`config.mk`:
```
export PLATFORM = sky130hd
export DESIGN_NAME = sram_burst_ctrl
export DESIGN_NICKNAME = d
export VERILOG_FILES = /design/src/rtl/sram_burst_ctrl.sv
export SDC_FILE = /design/constraint.sdc
export NUM_CORES = 1
export LEC_CHECK = 0
export CELL_PAD_IN_SITES_DETAIL_PLACEMENT = 0
export CELL_PAD_IN_SITES_GLOBAL_PLACEMENT = 1
export CORE_UTILIZATION = 33
export CTS_CLUSTER_SIZE = 24
export DETAILED_ROUTE_END_ITERATION = 12
export GPL_TIMING_DRIVEN = 0
export PLACE_DENSITY_LB_ADDON = 0.1
export SYNTH_ARGS = -nofsm -noshare
export SYNTH_HDL_FRONTEND = slang
export SYNTH_SLANG_ARGS = --single-unit
```
`constraint.sdc`:
```
create_clock -name i_clk -period 5.42 [get_ports i_clk]
set_input_delay 0.542 -clock i_clk [delete_from_list [all_inputs] [get_ports i_clk]]
set_output_delay 0.542 -clock i_clk [all_outputs]
set_load 0.01 [all_outputs]
```
`src/rtl/sram_burst_ctrl.sv`:
```
// Asynchronous SRAM access controller: single and burst reads/writes behind a
// valid/ready command port, with programmable strobe width and bus turnaround.
module sram_burst_ctrl #(
  parameter int unsigned DATA_W     = 16,
  parameter int unsigned ADDR_W     = 23,
  parameter int unsigned LEN_W      = 4,
  parameter int unsigned ACCESS_CYC = 7,
  parameter int unsigned TURN_CYC   = 1
) (
  input  logic              i_clk,
  input  logic              i_rst,
  // command port
  input  logic              i_cmd_valid,
  output logic              o_cmd_ready,
  input  logic              i_cmd_write,
  input  logic [ADDR_W-1:0] i_cmd_addr,
  input  logic [LEN_W-1:0]  i_cmd_len,
  // data port
  input  logic [DATA_W-1:0] i_wr_data,
  output logic              o_wr_ready,
  output logic [DATA_W-1:0] o_rd_data,
  output logic              o_rd_valid,
  output logic              o_busy,
  // SRAM side
  output logic [ADDR_W-1:0] o_mem_addr,
  output logic [DATA_W-1:0] o_mem_dq_out,
  output logic              o_mem_dq_oe,
  input  logic [DATA_W-1:0] i_mem_dq_in,
  output logic              o_mem_ce_n,
  output logic              o_mem_we_n,
  output logic              o_mem_oe_n,
  output logic              o_mem_lb_n,
  output logic              o_mem_ub_n,
  output logic              o_mem_adv_n,
  output logic              o_mem_cre
);

  localparam int unsigned CNT_MAX = (ACCESS_CYC > TURN_CYC) ? ACCESS_CYC : TURN_CYC;
  localparam int unsigned CNT_W   = (CNT_MAX < 2) ? 1 : $clog2(CNT_MAX + 1);
  localparam logic [CNT_W-1:0] ACC_LOAD  = CNT_W'(ACCESS_CYC - 1);
  localparam logic [CNT_W-1:0] TURN_LOAD = CNT_W'((TURN_CYC > 0) ? TURN_CYC - 1 : 0);
  localparam bit HAS_TURN = (TURN_CYC != 0);

  typedef enum logic [2:0] {
    StIdle,
    StSetup,
    StAccess,
    StHold,
    StRecover
  } state_e;

  state_e              r_state, w_state_nxt;
  logic [ADDR_W-1:0]   r_addr, w_addr_nxt;
  logic [LEN_W-1:0]    r_beats, w_beats_nxt;
  logic [CNT_W-1:0]    r_cnt, w_cnt_nxt;
  logic                r_write, w_write_nxt;
  logic [DATA_W-1:0]   r_dq_out, w_dq_out_nxt;
  logic [DATA_W-1:0]   r_rd_data, w_rd_data_nxt;
  logic                r_rd_valid, w_rd_valid_nxt;

  always_ff @(posedge i_clk) begin
    if (i_rst) begin
      r_state    <= StIdle;
      r_addr     <= '0;
      r_beats    <= '0;
      r_cnt      <= '0;
      r_write    <= 1'b0;
      r_dq_out   <= '0;
      r_rd_data  <= '0;
      r_rd_valid <= 1'b0;
    end else begin
      r_state    <= w_state_nxt;
      r_addr     <= w_addr_nxt;
      r_beats    <= w_beats_nxt;
      r_cnt      <= w_cnt_nxt;
      r_write    <= w_write_nxt;
      r_dq_out   <= w_dq_out_nxt;
      r_rd_data  <= w_rd_data_nxt;
      r_rd_valid <= w_rd_valid_nxt;
    end
  end

  // Beat sequencing: read beats end in ACCESS, write beats end in HOLD.
  always_comb begin
    logic w_beat_done;
    w_state_nxt    = r_state;
    w_addr_nxt     = r_addr;
    w_beats_nxt    = r_beats;
    w_cnt_nxt      = r_cnt;
    w_write_nxt    = r_write;
    w_dq_out_nxt   = r_dq_out;
    w_rd_data_nxt  = r_rd_data;
    w_rd_valid_nxt = 1'b0;
    w_beat_done    = 1'b0;

    unique case (r_state)
      StIdle: begin
        if (i_cmd_valid) begin
          w_addr_nxt  = i_cmd_addr;
          w_write_nxt = i_cmd_write;
          w_beats_nxt = i_cmd_len;
          w_state_nxt = StSetup;
        end
      end
      StSetup: begin
        if (r_write) begin
          w_dq_out_nxt = i_wr_data;
        end
        w_cnt_nxt   = ACC_LOAD;
        w_state_nxt = StAccess;
      end
      StAccess: begin
        if (r_cnt == '0) begin
          if (r_write) begin
            w_state_nxt = StHold;
          end else begin
            w_rd_data_nxt  = i_mem_dq_in;
            w_rd_valid_nxt = 1'b1;
            w_beat_done    = 1'b1;
          end
        end else begin
          w_cnt_nxt = r_cnt - CNT_W'(1);
        end
      end
      StHold: begin
        w_beat_done = 1'b1;
      end
      StRecover: begin
        if (r_cnt == '0) begin
          w_state_nxt = StIdle;
        end else begin
          w_cnt_nxt = r_cnt - CNT_W'(1);
        end
      end
      default: begin
        w_state_nxt = StIdle;
      end
    endcase

    if (w_beat_done) begin
      if (r_beats != '0) begin
        w_beats_nxt = r_beats - LEN_W'(1);
        w_addr_nxt  = r_addr + ADDR_W'(1);
        w_state_nxt = StSetup;
      end else if (HAS_TURN) begin
        w_cnt_nxt   = TURN_LOAD;
        w_state_nxt = StRecover;
      end else begin
        w_state_nxt = StIdle;
      end
    end
  end

  // Strobes decode straight from the state register so a reset edge releases them at once.
  always_comb begin
    o_mem_ce_n  = 1'b1;
    o_mem_we_n  = 1'b1;
    o_mem_oe_n  = 1'b1;
    o_mem_dq_oe = 1'b0;
    o_wr_ready  = 1'b0;
    unique case (r_state)
      StSetup: begin
        o_mem_ce_n = 1'b0;
        o_mem_oe_n = r_write;
        o_wr_ready = r_write;
      end
      StAccess: begin
        o_mem_ce_n  = 1'b0;
        o_mem_we_n  = !r_write;
        o_mem_oe_n  = r_write;
        o_mem_dq_oe = r_write;
      end
      StHold: begin
        o_mem_ce_n  = 1'b0;
        o_mem_dq_oe = r_write;
      end
      default: begin
        o_mem_ce_n = 1'b1;
      end
    endcase
  end

  assign o_cmd_ready  = (r_state == StIdle) && !i_rst;
  assign o_busy       = (r_state != StIdle);
  assign o_rd_data    = r_rd_data;
  assign o_rd_valid   = r_rd_valid;
  assign o_mem_addr   = r_addr;
  assign o_mem_dq_out = r_dq_out;
  assign o_mem_lb_n   = o_mem_ce_n;
  assign o_mem_ub_n   = o_mem_ce_n;
  assign o_mem_adv_n  = 1'b0;
  assign o_mem_cre    = 1'b0;

endmodule

```
==> key figures, run 1 <==
Run status
  • Status: complete, no violations

Yosys
  • Post-synth top area share: 42.2%
  • Most used DFF post-synth: dfxtp_1
  • Avg Cell Area, Syn: 7.82 sq um
  • Seq cells post-synth: 67
  • Mapped Area: 0.00318 sq mm
  • Asr flop ratio synth: 0%
  • Top post-synthesis cells by area: dfxtp_1, nand2_1, a21oi_1, nor2_1, nand3_1
  • Largest area contributor in the synthesized netlist: dfxtp_1
  • Yosys cell types: 49
  • Sequential share of the synthesized area: 42.2%
  • Post-synth EDFFs: 0
  • Synthesized instance count: 406
  • Synthesis warning total: 0

CTS
  • CTS Hold Bufs: 0
  • CTS root buf: clkbuf_8
  • CTS tree: yes
  • Post-CTS Resized: 0
  • Number of setup buffers added after CTS: 0
  • Clock Sink Count: 67
  • CTS H-tree depth: 3
  • Bufs on Longest Clock Path: 2
  • CTS Buf Count: 9
  • Clock Latency Late Sink: 340 ps
  • Worst-path clk slew: 70 ps

Placed design
  • Port Buffers: 127
  • Area post-placement: 0.00461 sq mm
  • Placed cell count: 663
  • Detailed placer's ending HPWL: 7160 microns
  • Routability cong.: 0.798

Timing
  • Clock skew: 9.65 ps
  • Hold WS: 455 ps
  • RSZ-0062 raised after global routing: no
  • Crit path time final: 3170 ps
  • Final period util: 58.6%
  • Slew at the pin with the worst max-slew slack: 609 ps
  • Setup TNS: 0 ps
  • Fmax: 315 MHz
  • Hold Fails Final Rpt: 0
  • Max-slew violations: 0
  • Slew headroom: 59.1%
  • Setup Viol. Count Final: 0

Worst setup path
  • Critical-path maximum fanout: 10
  • Critical Path RT: 4880 ps
  • Crit. End Element: primary output
  • Worst Path Class, Setup: reg2out
  • Critical Path Start Type: flip-flop
  • Critical Path AT: 2630 ps
  • Setup slack, reg-to-reg: 3090 ps

Routing
  • TritonRoute pass-1 iters: 5
  • Avg WL per Cell: 14.4 microns
  • Initial DRC count: 113
  • Post-Route WL: 9810 microns
  • Vias per inst: 5.02
  • Final antenna-violating net count: 0
  • Via count: 3406
  • Residual DRC: 0

Global route
  • Initial antenna violation count: 0
  • Pin count of the biggest net entering global routing: 14
  • Overall global routing resource usage: 19.4%
  • Vias in the first global route: 3115
  • GRT overflow: 0
  • First-pass GRT wire length: 15300 microns

Floorplan
  • Die area: 0.0100 sq mm
  • Core area: 0.00928 sq mm
  • I/O pin cnt: 130
  • Die width: 100 microns
  • Cell Rows: 35
  • Starting density of the core: 34.2%
  • Chip Height: 100 microns

Job
  • Max-Cap Viols: 0

Pwr
  • Total Power: 1.89 mW
  • Int Pwr: 1.21 mW
  • Combinational fraction of design power: 40.2%
  • Standby leakage power: 1.73 nW
  • Peak supply drop: 0.147 mV
  • Clock share of power: 24.9%
  • Sw power: 0.684 mW
  • Reg power frac: 34.8%
  • Switching part of the total: 36.2%
  • PwrDens: 391 mW/mm^2

Final layout
  • Final Non-Filler Cells: 679
  • Nets@finish: 612
  • Final Cell Area: 0.00483 sq mm
  • Commonest non-fill, non-tap cells in the layout: clkdlybuf4s50_1, nand2_1, dfxtp_1
  • Fraction of layout cells with a size suffix above 1: 7.09%
  • P&R area growth vs syn: 52.2%
  • Antenna Cells: 0
  • Leading cell type in the layout, fill and taps excluded: clkdlybuf4s50_1

Worst hold path
  • Hold Path Class: reg2reg
cell families (layout without fill, tap and decap cells):
kind of cell	Yosys count	count (layout)	share of synthesized area, %
simple gates	181	181	27.6
compound gates	99	99	18.5
flops	67	67	42.2
buf+inv	41	184	5.91
mux	9	9	2.96
fa+ha+maj	4	4	1.58
xor+xnor	4	4	1.10
other cells	1	2	0.118
registers in the layout, indices dropped and copies added (netlist names):
register and flops:
r_cnt 3, o_rd_valid 1, r_write 1, o_mem_dq_out 16
o_mem_addr 23, o_rd_data 16, r_beats 4, r_state 3
power by group through the flow:
| stage | logic [mW] | registers (mW) | clock network, mW |
|---|---|---|---|
| CTS | 0.765 | 0.658 | 0.487 |
| finish | 0.761 | 0.659 | 0.471 |
| floorplan | 0.397 | 0.683 | 0 |
| detailed placement | 0.762 | 0.668 | 0 |
| global placement | 0.749 | 0.667 | 0 |
| global route | 0.836 | 0.673 | 0.505 |
cell type report:
class                      instances  area (sq um)
buffer                            31           150
clock buffer                       9           124
clock inverter                     7          98.8
fill                             945          4450
inverter                          10          37.5
multi-input combinational        299          1650
sequential                        67          1340
tap                              129           161
timing repair buffer             127          1270
per-stage QoR:
| step | setup slack [ps] | utilization (%) |
|---|---|---|
| 6_report | 2250 | 52.1 |
| 3_3_place_gp | 2260 | 49.7 |
| 3_5_place_dp | 2260 | 49.7 |
| 5_1_grt | 2100 | 52.1 |
| 4_1_cts | 2250 | 52.1 |
| 2_1_floorplan | 3560 | - |
critical path, stage by stage, from the launching register on:
cell	delay (ps)
dfxtp_1	380
buf_1	390
nand3_1	410
clkinv_1	280
buf_2	260
clkdlybuf4s50_1	570
cells in the mapped netlist (4+ instances only):
cell type and number:
o21ai_0 13, nor3_1 11, inv_1 9, buf_4 4, nand4_1 6, a211oi_1 5, or3_1 6, ha_1 4
a32oi_1 4, buf_2 9, a21oi_1 51, nor4_1 4, nor2_1 25, nand2_1 91, dfxtp_1 67, and3_1 6
nand3_1 14, xnor2_1 4, clkbuf_1 14, mux2i_1 6, a22oi_1 4, a31oi_1 9
per-layer routing:
layer / track usage (%) / wire length, microns
met1: 25.6 / 4510
met2: 30.8 / 4500
met3: 4.39 / 598
met4: 8.14 / 197
met5: 0 / 0
worst paths after layout:
kind	from	to	cells after the start
worst max-delay path	r_state[0]	o_wr_ready	5
worst min-delay path	o_mem_dq_out[1]	o_mem_dq_out[1]	2
worst min register to register	o_mem_dq_out[1]	o_mem_dq_out[1]	2
worst max register to register	r_cnt[0]	o_mem_addr[20]	8
No activity file was read; power rests on OpenSTA's default activity.
==> run 2: changes to the inputs <==
- CORE_UTILIZATION: 33 -> 30
- clock period: 5.42 -> 2.97 ns (I/O delays scaled with it)
==> run 2 against run 1 <==
First-iteration DRC count down 3.5%. Total power up 75%. Wire length up 0.64%. Clock power up 52%.
==> key figures, run 2 (synthesis results as in run 1) <==
Run status
  • Status: complete, no violations (unchanged)

Worst hold path
  • Hold Path Class: reg2reg (unchanged)
  • Hold endpoint: o_rd_data[15] (was o_mem_dq_out[1])
  • Worst Min Path Start: o_rd_data[15] (was o_mem_dq_out[1])
  • Hold Crit Depth: 2 (unchanged)

Placed design
  • Port Buffers: 127 (unchanged)
  • Detailed placer's ending HPWL: 7120 microns (was 7160 microns)
  • Routability cong.: 0.798 (about the same)
  • Dpl ws: 256 ps (was 2260 ps)
  • Area post-placement: 0.00462 sq mm (was 0.00461 sq mm)

Global route
  • Overall global routing resource usage: 18.2% (was 19.4%)
  • GRT overflow: 0 (unchanged)
  • Initial antenna violation count: 0 (unchanged)
  • Pin count of the biggest net entering global routing: 12 (was 14)
  • Vias in the first global route: 3260 (was 3115)
  • First-pass GRT wire length: 16000 microns (was 15300 microns)

Timing
  • Slew at the pin with the worst max-slew slack: 607 ps (was 609 ps)
  • Clock skew: 11.8 ps (was 9.65 ps)
  • RSZ-0062 raised after global routing: no (unchanged)
  • Final period util: 91.3%
  • Slew headroom: 59.2% (was 59.1%)
  • Setup Viol. Count Final: 0 (unchanged)
  • Final setup margin: 259 ps (was 2250 ps)
  • Setup TNS: 0 ps (unchanged)
  • Fmax: 369 MHz
  • Hold Fails Final Rpt: 0 (unchanged)
  • Max-slew violations: 0 (unchanged)
  • Crit path time final: 2710 ps

Floorplan
  • Starting density of the core: 30.9% (was 34.2%)
  • I/O pin cnt: 130 (unchanged)
  • Die width: 105 microns (was 100 microns)
  • Chip Height: 105 microns (was 100 microns)
  • Die area: 0.0110 sq mm (was 0.0100 sq mm)
  • Core area: 0.0103 sq mm (was 0.00928 sq mm)
  • Cell Rows: 37 (was 35)

Routing
  • Via count: 3328 (was 3406)
  • Final antenna-violating net count: 0 (unchanged)
  • Residual DRC: 0 (unchanged)
  • Post-Route WL: 9870 microns (was 9810 microns)
  • Initial DRC count: 109 (was 113)
  • TritonRoute pass-1 iters: 4 (was 5)
  • Vias per inst: 4.85 (was 5.02)
  • Avg WL per Cell: 14.4 microns (about the same)

CTS
  • Clock Sink Count: 67 (unchanged)
  • Number of setup buffers added after CTS: 0 (unchanged)
  • CTS Buf Count: 9 (unchanged)
  • Clock Latency Late Sink: 340 ps (about the same)
  • CTS H-tree depth: 3 (unchanged)
  • Bufs on Longest Clock Path: 2 (unchanged)
  • CTS Hold Bufs: 0 (unchanged)
  • CTS root buf: clkbuf_8 (unchanged)
  • CTS tree: yes (unchanged)
  • Worst-path clk slew: 80 ps (was 70 ps)

Worst setup path
  • CP max stage cell: clkdlybuf4s50_1 (unchanged)
  • Crit. End Element: primary output (unchanged)
  • Critical Path, Cell by Cell: buf_1 > nand3_2 > clkinv_1 > buf_2 > clkdlybuf4s50_1 (was buf_1 > nand3_1 > clkinv_1 > buf_2 > clkdlybuf4s50_1)
  • Critical Path RT: 2670 ps (was 4880 ps)
  • Worst Path Class, Setup: reg2out (unchanged)
  • Critical Path Start Type: flip-flop (unchanged)
  • Worst R2R Start: r_cnt[0] (unchanged)
  • Setup slack, reg-to-reg: 610 ps (was 3090 ps)
  • End of the worst register-to-register path: r_beats[0] (was o_mem_addr[20])
  • Critical-path maximum fanout: 10 (unchanged)
  • R2R cell count: 8 (unchanged)
  • Largest stage delay, worst path: 570 ps (about the same)
  • Critical Path AT: 2410 ps (was 2630 ps)

Final layout
  • Multi-input logic area: 0.00166 sq mm (was 0.00165 sq mm)
  • Leading cell type in the layout, fill and taps excluded: clkdlybuf4s50_1 (unchanged)
  • Nets@finish: 612 (unchanged)
  • Layout fillers: 1038 (was 945)
  • Reg area: 0.00134 sq mm (unchanged)
  • P&R area growth vs syn: 51.3% (was 52.2%)
  • Fraction of layout cells with a size suffix above 1: 7.09% (unchanged)
  • Final Cell Area: 0.00481 sq mm (was 0.00483 sq mm)
  • Antenna Cells: 0 (unchanged)
  • Max FFs per register: 23 (unchanged)
  • Commonest non-fill, non-tap cells in the layout: clkdlybuf4s50_1, nand2_1, dfxtp_1 (unchanged)

Pwr
  • PwrDens: 687 mW/mm^2 (was 391 mW/mm^2)
  • Standby leakage power: 1.71 nW (was 1.73 nW)
  • Peak supply drop: 0.298 mV (was 0.147 mV)

Job
  • Max-Cap Viols: 0 (unchanged)
-- run 2: cell type report --
class | instances | area share (%)
repair buffers | 127 | 26.5
multi-input cells | 299 | 34.4
well taps | 136 | 3.54
clock buffers | 12 | 3.23
plain buffers | 31 | 3.12
flip-flops and latches | 67 | 27.9
inverters | 10 | 0.781
clock inverters | 4 | 0.521
-- run 2: critical path: cells and delay by family (launching register included) --
family,cells,cell delay (ps)
flip-flops,1,380
buffers and inverters,4,1410
AND/OR/NAND/NOR,1,290
-- run 2: worst max-delay path by stage --
stage | depth (start not counted) | to | slack [ps] | from
after floorplan | 9 | o_mem_addr[0] | 1110 | r_beats[0]
after global placement | 5 | o_cmd_ready | 230 | i_rst
after detailed placement | 5 | o_cmd_ready | 260 | i_rst
after CTS | 5 | o_wr_ready | 60 | r_state[0]
after global routing | 5 | o_wr_ready | 60 | r_state[0]
final | 5 | o_wr_ready | 260 | r_state[0]
-- run 2: metal layers --
layer,part of all wire (%),track usage (%),vias to the layer above
li1,-,-,1708
met1,46,23.2,1509
met2,44,29.0,105
met3,9.0,6.99,6
met4,0.69,3.72,0
met5,0,0,-
-- run 2: report_power, final --
group	internal (mW)	leakage, nW	total (mW)	switching (mW)
Sequential	1.06	0.546	1.21	0.148
Combinational	0.668	1.07	1.38	0.714
Clock	0.347	0.0884	0.714	0.367
Total	2.07	1.71	3.30	1.23
-- run 2: timing repair --
action,CTS,global route
hold endpoints to repair,0,0
resized for setup,0,1
setup endpoints to repair,0,1
-- run 2: per-stage QoR --
stage	cells	power, mW	hold WS, ps	util, %
4_1_cts	686	3.35	458	46.7
2_1_floorplan	407	1.97	414	-
3_5_place_dp	670	2.61	446	45.0
3_3_place_gp	670	2.59	441	45.0
5_1_grt	686	3.54	476	46.8
6_report	686	3.30	455	46.8
